<file path="src/rtl/filter_read_addr_gen.sv">
// Read-side address generator for the filter scratchpad: walks each filter,
// replays it reuse_count times, then pulses next_filter to step the start tracker.
module filter_read_addr_gen #(
  parameter int ADDR_WIDTH      = 16,
  parameter int MAX_FILTER_SIZE = 4,
  parameter int COUNT_WIDTH     = 8
) (
  input  logic                       clk,
  input  logic                       rst,
  input  logic                       start,
  input  logic [MAX_FILTER_SIZE-1:0] filter_size,
  input  logic                       interleaved_mode,
  input  logic [COUNT_WIDTH-1:0]     num_filters,
  input  logic [COUNT_WIDTH-1:0]     reuse_count,
  input  logic [ADDR_WIDTH-1:0]      filter_start_addr,
  input  logic                       rd_ready,
  output logic                       rd_valid,
  output logic [ADDR_WIDTH-1:0]      rd_addr,
  output logic                       rd_last,
  output logic                       next_filter,
  output logic                       busy,
  output logic                       done
);

  localparam int LEN_W = MAX_FILTER_SIZE + 1;

  typedef enum logic [2:0] {
    S_IDLE,
    S_READ,
    S_ADVANCE,
    S_SETTLE,
    S_DONE
  } state_t;

  state_t state_q, state_d;

  logic [LEN_W-1:0]       len_q, len_d;
  logic [COUNT_WIDTH-1:0] reuse_q, reuse_d;
  logic [COUNT_WIDTH-1:0] nfilt_q, nfilt_d;
  logic [LEN_W-1:0]       elem_q, elem_d;
  logic [COUNT_WIDTH-1:0] pass_q, pass_d;
  logic [COUNT_WIDTH-1:0] filt_q, filt_d;
  logic [ADDR_WIDTH-1:0]  base_q, base_d;

  logic                   rd_valid_q, rd_valid_d;
  logic [ADDR_WIDTH-1:0]  rd_addr_q, rd_addr_d;
  logic                   rd_last_q, rd_last_d;
  logic                   next_filter_q, next_filter_d;
  logic                   busy_q, busy_d;
  logic                   done_q, done_d;

  logic [LEN_W-1:0]       start_len;
  logic                   handshake;
  logic                   elem_end;
  logic                   pass_end;
  logic                   filt_end;

  always_comb begin
    state_d   = state_q;
    len_d     = len_q;
    reuse_d   = reuse_q;
    nfilt_d   = nfilt_q;
    elem_d    = elem_q;
    pass_d    = pass_q;
    filt_d    = filt_q;
    base_d    = base_q;

    start_len = interleaved_mode ? {filter_size, 1'b0} : {1'b0, filter_size};
    handshake = rd_valid_q & rd_ready;
    elem_end  = (elem_q == len_q - LEN_W'(1));
    pass_end  = (pass_q == reuse_q - COUNT_WIDTH'(1));
    filt_end  = (filt_q == nfilt_q - COUNT_WIDTH'(1));

    case (state_q)
      S_IDLE: begin
        if (start) begin
          len_d   = start_len;
          reuse_d = (reuse_count == '0) ? COUNT_WIDTH'(1) : reuse_count;
          nfilt_d = num_filters;
          elem_d  = '0;
          pass_d  = '0;
          filt_d  = '0;
          if (start_len == '0 || num_filters == '0) begin
            state_d = S_DONE;
          end else begin
            state_d = S_READ;
            base_d  = filter_start_addr;
          end
        end
      end
      S_READ: begin
        if (handshake) begin
          if (!elem_end) begin
            elem_d = elem_q + LEN_W'(1);
          end else if (!pass_end) begin
            // Next pass starts straight away so the stream has no bubble.
            elem_d = '0;
            pass_d = pass_q + COUNT_WIDTH'(1);
          end else if (!filt_end) begin
            state_d = S_ADVANCE;
          end else begin
            state_d = S_DONE;
          end
        end
      end
      S_ADVANCE: begin
        filt_d  = filt_q + COUNT_WIDTH'(1);
        pass_d  = '0;
        elem_d  = '0;
        state_d = S_SETTLE;
      end
      S_SETTLE: begin
        // The tracker has stepped by now, so its new base is safe to latch.
        base_d  = filter_start_addr;
        state_d = S_READ;
      end
      S_DONE: begin
        state_d = S_IDLE;
      end
      default: begin
        state_d = S_IDLE;
      end
    endcase

    rd_valid_d    = (state_d == S_READ);
    rd_addr_d     = rd_valid_d ? (base_d + ADDR_WIDTH'(elem_d)) : '0;
    rd_last_d     = rd_valid_d && (elem_d == len_d - LEN_W'(1));
    next_filter_d = (state_d == S_ADVANCE);
    busy_d        = (state_d == S_READ) || (state_d == S_ADVANCE) || (state_d == S_SETTLE);
    done_d        = (state_d == S_DONE);
  end

  always_ff @(posedge clk) begin
    if (!rst) begin
      state_q       <= S_IDLE;
      len_q         <= '0;
      reuse_q       <= '0;
      nfilt_q       <= '0;
      elem_q        <= '0;
      pass_q        <= '0;
      filt_q        <= '0;
      base_q        <= '0;
      rd_valid_q    <= 1'b0;
      rd_addr_q     <= '0;
      rd_last_q     <= 1'b0;
      next_filter_q <= 1'b0;
      busy_q        <= 1'b0;
      done_q        <= 1'b0;
    end else begin
      state_q       <= state_d;
      len_q         <= len_d;
      reuse_q       <= reuse_d;
      nfilt_q       <= nfilt_d;
      elem_q        <= elem_d;
      pass_q        <= pass_d;
      filt_q        <= filt_d;
      base_q        <= base_d;
      rd_valid_q    <= rd_valid_d;
      rd_addr_q     <= rd_addr_d;
      rd_last_q     <= rd_last_d;
      next_filter_q <= next_filter_d;
      busy_q        <= busy_d;
      done_q        <= done_d;
    end
  end

  assign rd_valid    = rd_valid_q;
  assign rd_addr     = rd_addr_q;
  assign rd_last     = rd_last_q;
  assign next_filter = next_filter_q;
  assign busy        = busy_q;
  assign done        = done_q;

endmodule
</file>
<file path="config.mk">
export PLATFORM = sky130hd
export DESIGN_NAME = filter_read_addr_gen
export DESIGN_NICKNAME = d
export VERILOG_FILES = /design/src/rtl/filter_read_addr_gen.sv
export SDC_FILE = /design/constraint.sdc
export NUM_CORES = 1
export LEC_CHECK = 0
export ABC_CLOCK_PERIOD_IN_PS = 5400
export BUFFER_PORTS_ARGS = -buffer_cell sky130_fd_sc_hd__buf_4
export CAP_MARGIN = 25
export CORE_MARGIN = 2
export CORE_UTILIZATION = 52
export DETAILED_ROUTE_END_ITERATION = 16
export GPL_TIMING_DRIVEN = 0
export PLACE_DENSITY = 0.71
export REMOVE_ABC_BUFFERS = 1
export SLEW_MARGIN = 25
export SYNTH_ARGS = -nofsm -noshare
export SYNTH_HDL_FRONTEND = slang
export SYNTH_SLANG_ARGS = --single-unit
</file>
<file path="constraint.sdc">
create_clock -name clk -period 5.4 [get_ports clk]
set_input_delay 0.81 -clock clk [delete_from_list [all_inputs] [get_ports clk]]
set_output_delay 0.81 -clock clk [all_outputs]
set_load 0.005 [all_outputs]
</file>
Yosys cells after proc, flatten, opt, wreduce, memory -nomap -nowiden:

Index checks and enable logic that the tools add are counted.

* bits in registers: 82
* input port bits: 41
* output and inout port bits: 21

* add/sub/neg operators: 8
* eq/ne operators: 15
* muxes and demuxes: 25
* bitwise operators: 1
* reductions and logical operators: 14

Operators with widths (count)
* 8-bit two-way mux: 5
* 5-bit two-way mux: 7
* 16-bit two-way mux: 2
* 16-bit one-hot mux with 2 select lines: 1
* 8-bit one-hot mux with 3 select lines: 1
* 3-bit two-way mux: 6
* 16-bit by 5-bit adder with 16-bit output: 1
* 8-bit by 1-bit adder with 8-bit output, second input constant: 2
* 8-bit == test: 2
* 8-bit logical NOT: 2
* 8-bit one-hot mux with 2 select lines: 1
* 8-bit by 1-bit subtractor with 8-bit output, second input constant: 2
* 5-bit one-hot mux with 3 select lines: 1
* 3-bit by 2-bit == test with 1-bit output, second input constant: 4
* 3-bit one-hot mux with 4 select lines: 1
* 5-bit == test: 2
* 5-bit by 1-bit subtractor with 5-bit output, second input constant: 2
* 2-bit inequality test, second input constant: 4
* 3-bit by 1-bit == test with 1-bit output, second input constant: 2
* 2-bit AND reduction: 3
* 5-bit by 1-bit adder with 5-bit output, second input constant: 1
* 5-bit logical NOT: 1
* 5-bit AND reduction: 1
* 3-bit == test, second input constant: 1
* 6 further kinds: 8

Logic depth before layout (Yosys ltp):

Gate-level depths: netlist (run 1).

* depth in word-level cells: 10
* gate-level depth with buffers: 19
* depth with buffers taken out: 18

Worst setup path before layout (run 1):

OpenSTA, ideal clock, no wires.

* kind: input to register
* start: input port num_filters[7]
* end: register rd_addr_q[12] (netlist: rd_addr[12])
* library setup time: 128 ps
* data arrival time: 4141 ps
* required time: 5272 ps
* path slack: 1131 ps
* stages: 13
* path buffers: 2
* cell sequence: nor4_1 -> a21oi_1 -> a21oi_1 -> buf_2 -> buf_1 -> mux2_2 -> ha_1 -> fa_1 -> a21o_1 -> o41ai_1 -> nor3b_1 -> xnor2_1 -> nor2_1

* elaborated cells on any way between the ends: 11

RTL lines
* start: declaration: RTL line 13 `input logic [COUNT_WIDTH-1:0] num_filters,`
* 8-bit logical NOT: RTL line 83 `if (start_len == '0 || num_filters == '0) begin`
* 1-bit logical OR: RTL line 83
* 16-bit two-way mux: RTL line 83
* 16-bit two-way mux: RTL line 76 `if (start) begin`
* 16-bit one-hot mux with 2 select lines: RTL line 74 `case (state_q)`
* named net base_d[0]: RTL line 43 `logic [ADDR_WIDTH-1:0] base_q, base_d;`
* 16-bit by 5-bit adder with 16-bit output: RTL line 126 `rd_addr_d = rd_valid_d ? (base_d + ADDR_WIDTH'(elem_d)) : '0;`
* end signal: assignment: RTL line 159 `rd_addr_q <= rd_addr_d;`
* end: declaration: RTL line 46 `logic [ADDR_WIDTH-1:0] rd_addr_q, rd_addr_d;`

The timed path passes the listed nets, and every way through them passes these cells.
A chain may end at the register's enable or synchronous reset.

Final worst setup path (run 1):

* start: register reuse_q[0]
* end: register rd_addr_q[5] (netlist: rd_addr[5])

* elaborated cells on any way between the ends: 13

RTL lines
* start: declaration: RTL line 38 `logic [COUNT_WIDTH-1:0] reuse_q, reuse_d;`
* start signal: assignment: RTL line 152 `reuse_q <= reuse_d;`
* 8-bit by 1-bit subtractor with 8-bit output: RTL line 71 `pass_end = (pass_q == reuse_q - COUNT_WIDTH'(1));`
* 8-bit == test: RTL line 71
* 5-bit two-way mux: RTL line 95 `end else if (!pass_end) begin`
* 5-bit two-way mux: RTL line 93 `if (!elem_end) begin`
* 5-bit two-way mux: RTL line 92 `if (handshake) begin`
* 5-bit one-hot mux with 3 select lines: RTL line 74
* named net elem_d[1]: RTL line 40 `logic [LEN_W-1:0] elem_q, elem_d;`
* 16-bit by 5-bit adder with 16-bit output: RTL line 126

The timed path passes the listed nets, and every way through them passes these cells.

==> results_dict.tcl, run 1 <==
set metrics [dict create \
    layout_commonest_cell "dfxtp_1" \
    clk_latency_ns 0.37 \
    grt_pass1_vias 3764 \
    min_period_over_period_pct 80.5 \
    cts_resized 0 \
    rows 34 \
    synth-xor-area-share_pct 9.37 \
    overflow 0 \
    cp-startpoint "reuse_q[0]" \
    avgSynthCellArea_um2 8.45 \
    io_buffers 61 \
    drt-pass1-iter-count 4 \
    grt_max_degree 60 \
    hold_slack_ns 0.476 \
    ant_nets 0 \
    max_freq_mhz 230 \
    syn_area_mm2 0.00458 \
    async_reset_ff_share_pct 0 \
    ys.flop_type "dfxtp_1" \
    clock_power_share_pct 32.8 \
    final_util_pct 61.8 \
    fin_total_pwr_mw 1.39 \
    swShare_pct 29.7 \
    ys_seq_elements 82 \
    nets 641 \
    power.density_mw_per_mm2 261 \
    cts_setup_buffers 0 \
    synth_compound_area_share_pct 15.1 \
    p_leak_nw 2.20 \
    place_congestion 0.871 \
    synthCells 542 \
    antenna_found_initial 0 \
    wl_per_cell_um 14.3 \
    multi_input_area_mm2 0.00282 \
    ctsHoldBuffers 0 \
    min_path_cells 2 \
    hold_viol_final 0 \
    clock_sinks 82 \
    synth_edf_count 0 \
    seqPwrFrac_pct 47.4 \
    status "finished, final reports clean" \
    cp.required_ns 5.64 \
    cts_tree "yes" \
    slew_violations 0 \
    die_h_um 97.8 \
    period_needed_ns 4.35 \
    cts_root_buf "clkbuf_8" \
    diodes 0 \
    die_area_mm2 0.00957 \
    worstMarginPinSlew_ns 0.979 \
    switchingPower_mw 0.413 \
    cts-buffers-inserted 9 \
    syn2layout_area_growth_pct 16.6 \
    start_util_pct 53.0 \
    grtUsageTotal_pct 21.6 \
    drtIter0Drc 119 \
    comb_power_share_pct 19.8 \
    place_inst 685 \
    synth_top_family_by_area "simple AND/OR/NAND/NOR gates" \
    setup_viol 0 \
    worstSetupPathType "flop to flop" \
    clk_pin_slew_worst_paths_ns 0.09 \
    fillers 771 \
    cp-start-kind "flop" \
    p_int_mw 0.979 \
    hold_path.class "flop to flop" \
    timing.rr.start "reuse_q[0]" \
    dpl.hpwl_mm 7.37 \
    seq_area_frac_synth_pct 35.8 \
    synthSimpleGateAreaFrac_pct 27.2 \
    ctsLongestPathBuffers 2 \
    worstPathArrival_ns 4.58 \
    htreeDepth 3 \
    synth_cell_type_count 59 \
    rsz0062_at_grt "no" \
    yosysWarnings 0 \
    routed_wl_mm 10.1 \
    synth_fa_ha_area_share_pct 3.44 \
    skew_ns 0.0125 \
    drc_errors 0 \
    peakVddDrop_mv 0.176 \
    drv_cap 0 \
    num_vias 3888 \
    die_w_um 97.8 \
    layout.cells.non_filler 701 \
    seq_area_mm2 0.00164 \
    ios 62 \
    grt_pass1_wl_mm 17.3 \
    worst-path-max-fanout 8 \
    r2r_cells 16 \
    viasPerCell 5.55 \
    final_cell_mix "dfxtp_1, buf_4, nand2_1" \
    layout-drive-gt1-share_pct 18.0 \
    hp-start "nfilt_q[7]" \
    core-area_mm2 0.00864 \
    relSlewSlack_pct 34.5 \
    end_kind "flop" \
    synth.mux.area_fraction_pct 5.66 \
]
[metal layers]
layer / GRT usage [%] / up-vias / routed length (um)
met1: 27.8 / 1820 / 4790
met5: 0 / - / 0
met4: 6.73 / 0 / 116
met3: 4.58 / 10 / 414
met2: 36.4 / 76 / 4740
li1: - / 1982 / -
[cells in the mapped netlist (5+ instances only)]
master / instances / area [um2]
xor2_1: 25 / 219
clkbuf_1: 23 / 86.3
nor3b_1: 5 / 37.5
nor2b_1: 24 / 150
mux2_2: 7 / 78.8
nor2_1: 36 / 135
and2_1: 21 / 131
nor4_1: 11 / 68.8
o21ai_0: 18 / 90.1
a21boi_0: 16 / 120
a21oi_1: 20 / 100
inv_1: 11 / 41.3
mux2i_1: 18 / 180
xnor2_1: 24 / 210
nand2_1: 58 / 218
and3_1: 7 / 43.8
ha_1: 11 / 138
a31oi_1: 6 / 37.5
nor3_1: 18 / 90.1
nand3_1: 22 / 110
dfxtp_1: 82 / 1640
nand4_1: 6 / 37.5
[worst max-delay path: stages, from the launching register on]
cell and delay [ns]:
dfxtp_1 0.47, inv_1 0.07, ha_1 0.31, o21ba_2 0.23
a221oi_1 0.29, a41oi_1 0.09, nor3_1 0.33, a31oi_1 0.17
o21ai_0 0.24, a22o_1 0.29, ha_1 0.26, a21o_1 0.16
a21o_1 0.22, o41ai_2 0.62, nor2_1 0.19, xor2_1 0.20
nor2_1 0.05
[kinds of logic (layout without fill, tap and decap cells)]
logic type | count (synthesis) | in the layout
buffers and inverters | 40 | 91
muxes | 25 | 25
AOI/OAI and AO/OA | 101 | 101
adders and majority gates | 12 | 12
xor gates and xnor gates | 49 | 49
DFF | 82 | 82
and+or+nand+nor | 233 | 233
[through the flow]
stage | setup TNS, ns | worst slack, ns | cell area [um2]
final | 0 | 1.05 | 5340
after global routing | 0 | 0.733 | 5340
after CTS | 0 | 1.04 | 5330
after detailed placement | 0 | 0.655 | 5130
after global placement | -14.59 | -1.35 | 5060
after floorplan | 0 | 0.267 | 4470
[flip-flops by register name, indices dropped and copies added (netlist names)]
register,count
nfilt_q,8
next_filter,1
filt_q,8
elem_q,5
pass_q,8
busy,1
rd_addr,16
state_q,3
len_q,5
reuse_q,8
done,1
base_q,16
rd_valid,1
rd_last,1
[worst paths after layout]
path,endpoint,slack [ns]
worst min-delay path,nfilt_q[7],0.48
worst min register to register,nfilt_q[7],0.48
worst max-delay path,rd_addr[5],1.05
worst max register to register,rd_addr[5],1.05
[power groups by stage]
stage	combinational, mW	clock (mW)	sequential, mW
after CTS	0.277	0.466	0.659
after detailed placement	0.275	0	0.673
after floorplan	0.185	0	0.667
after global placement	0.259	0	0.671
after global routing	0.308	0.490	0.664
final	0.276	0.457	0.659
[layout make-up]
cell class	count	share of cell area (%)
Clock buffer	9	2.32
Clock inverter	7	1.45
Inverter	11	0.773
Multi-Input combinational cell	420	52.8
Sequential cell	82	30.7
Tap cell	108	2.53
Timing Repair Buffer	64	9.33
Power figures use the tool's default switching activity.
==> inputs of run 2 (changes only) <==
- ABC_AREA: unset -> 1
- ABC_CLOCK_PERIOD_IN_PS: 5400 -> 3620
- PLACE_DENSITY: 0.71 -> 0.74
- clock period: 5.4 -> 3.62 ns (I/O delays scaled with it)
==> results_dict.tcl, run 2 <==
set metrics [dict create \
    slew_violations 0 \
    yosysMostFrequentCell "nand2_1" \
    layout_commonest_cell "nand2_1" \
    diodes 0 \
    cp.buffers_inverters 3 \
    syn_area_mm2 0.00459 \
    timing.rr.start "reuse_q[0]" \
    synth_area_leaders "dfxtp_1, nand2_1, inv_1" \
    path_cells "inv_1, ha_2, nand3_2, nor2_1, nand2_1, nand3_1, nor2_1, nand2_1, nor2_1, o21ai_0, o21ai_1, ha_1, fa_1, nand2_1, inv_1, or2_2, nand2_2, nand2_4, nand2_2, nand2_4, nand3_1, nand2_1, inv_1, nor2_1" \
    synth_common_cells "nand2_1, inv_1, dfxtp_1, nor2_1, a21oi_1" \
    setup_viol 0 \
    cp.required_ns 3.88 \
    drv_cap 0 \
    ios 62 \
    nets 760 \
    hp-start "num_filters[7]" \
    power.density_mw_per_mm2 461 \
    ctsHoldBuffers 0 \
    skew_ns 0.0153 \
    crit_path_top_delay_cell "fa_1" \
    clock_sinks 82 \
    yosysWarnings 0 \
    synthCells 649 \
    die_h_um 97.9 \
    final_cell_mix "nand2_1, inv_1, dfxtp_1" \
    relSlewSlack_pct 49.1 \
    grt_max_degree 40 \
    dpl.hpwl_mm 7.44 \
    viasPerCell 5.17 \
    ys_seq_elements 82 \
    crit_family "simple AND/OR/NAND/NOR gates" \
    layout-drive-gt1-share_pct 18.3 \
    antenna_found_initial 0 \
    worstMarginPinSlew_ns 0.762 \
    cts_root_buf "clkbuf_8" \
    drtIter0Drc 227 \
    seq_area_frac_synth_pct 35.8 \
    netlist.area_leader.share_pct 35.8 \
    drt-pass1-iter-count 5 \
    grtUsageTotal_pct 21.6 \
    status "finished, final reports clean" \
    cp-startpoint "reuse_q[0]" \
    max_freq_mhz 301 \
    syn2layout_area_growth_pct 16.8 \
    die_w_um 97.9 \
    place_congestion 0.870 \
    drc_errors 0 \
    htreeDepth 3 \
    die_area_mm2 0.00959 \
    ctsLongestPathBuffers 2 \
    grt_pass1_vias 3979 \
    cts_tree "yes" \
    max_stage_delay_ns 0.39 \
    fin_total_pwr_mw 2.47 \
    grt_pass1_wl_mm 17.3 \
    rows 34 \
    peakVddDrop_mv 0.268 \
    worstSetupPathType "flop to flop" \
    worst-path-max-fanout 6 \
    period_needed_ns 3.32 \
    synth_cell_type_count 47 \
    end_kind "flop" \
    min_period_over_period_pct 91.8 \
    start_util_pct 53.1 \
    worstPathArrival_ns 3.58 \
    core-area_mm2 0.00864 \
    cts-buffers-inserted 9 \
    routed_wl_mm 10.2 \
    synth_largest_area_cell "dfxtp_1" \
    setup_tns_ns 0 \
    rsz0062_at_grt "no" \
    clk_pin_slew_worst_paths_ns 0.09 \
    hold_path.class "input pin to flop" \
    synth_edf_count 0 \
    wl_per_cell_um 12.4 \
    hold_viol_final 0 \
    ant_nets 0 \
    cp-start-kind "flop" \
    clk_latency_ns 0.36 \
    avgSynthCellArea_um2 7.07 \
    final_util_pct 62.0 \
    overflow 0 \
    hold_slack_ns 0.416 \
    p_leak_nw 2.46 \
    ys.flop_type "dfxtp_1" \
    num_vias 4225 \
    io_buffers 61 \
    async_reset_ff_share_pct 0 \
]
==> run 2: path summary, 6_finish.rpt <==
check / to / slack [ns] / cells past startpoint
max: rd_addr[14] / 0.30 / 24
min: nfilt_q[7] / 0.42 / 3
max reg2reg: rd_addr[14] / 0.30 / 24
min reg2reg: base_q[1] / 0.48 / 2
==> run 2: repair_timing <==
action	CTS	global route
endpoints found under the setup margin	0	5
buffers inserted	0	0
resized for setup	0	2
==> run 2: cell families (layout without fill, tap and decap cells) <==
kind of cell	Yosys count	after routing	share of synthesized area [%]
buffers and inverters	112	173	9.82
xor gates and xnor gates	26	26	4.97
adders and majority gates	12	12	3.44
AOI/OAI and AO/OA	117	117	14.7
DFF	82	82	35.8
and+or+nand+nor	300	300	31.3
==> run 2: layout make-up <==
| type | count | area (um2) |
|---|---|---|
| flip-flops and latches | 82 | 1640 |
| inverters | 98 | 368 |
| clock inverters | 5 | 129 |
| repair buffers | 61 | 458 |
| clock buffers | 9 | 124 |
| multi-input cells | 455 | 2500 |
| well taps | 108 | 135 |
| fillers | 808 | 3280 |
==> run 2: tightest hold or removal path, cell delays in order <==
cell,delay [ns]
buf_4,0.08
nor2_1,0.04
nor2_1,0.08
==> run 2: report_power, final <==
group	total [mW]	switching (mW)	internal, mW
Sequential	1.02	0.0419	0.976
Combinational	0.596	0.364	0.233
Clock	0.857	0.335	0.522
Total	2.47	0.741	1.73
==> run 2: metal layers <==
layer  up-vias  wire length, um  global-route usage [%]
met5         -                0                       0
met4         0              112                    5.24
met3        13              498                    4.58
met2        86             4860                    38.1
met1      1919             4700                    26.9
li1       2207                -                       -
==> run 2: metrics by stage <==
step,setup slack (ns),std cells,cell area (um2)
floorplan,0.648,635,4500
global route,0.00222,818,5360
detailed placement,0.0737,804,5100
finish,0.296,818,5360
global placement,0.148,804,5100
CTS,0.302,818,5350
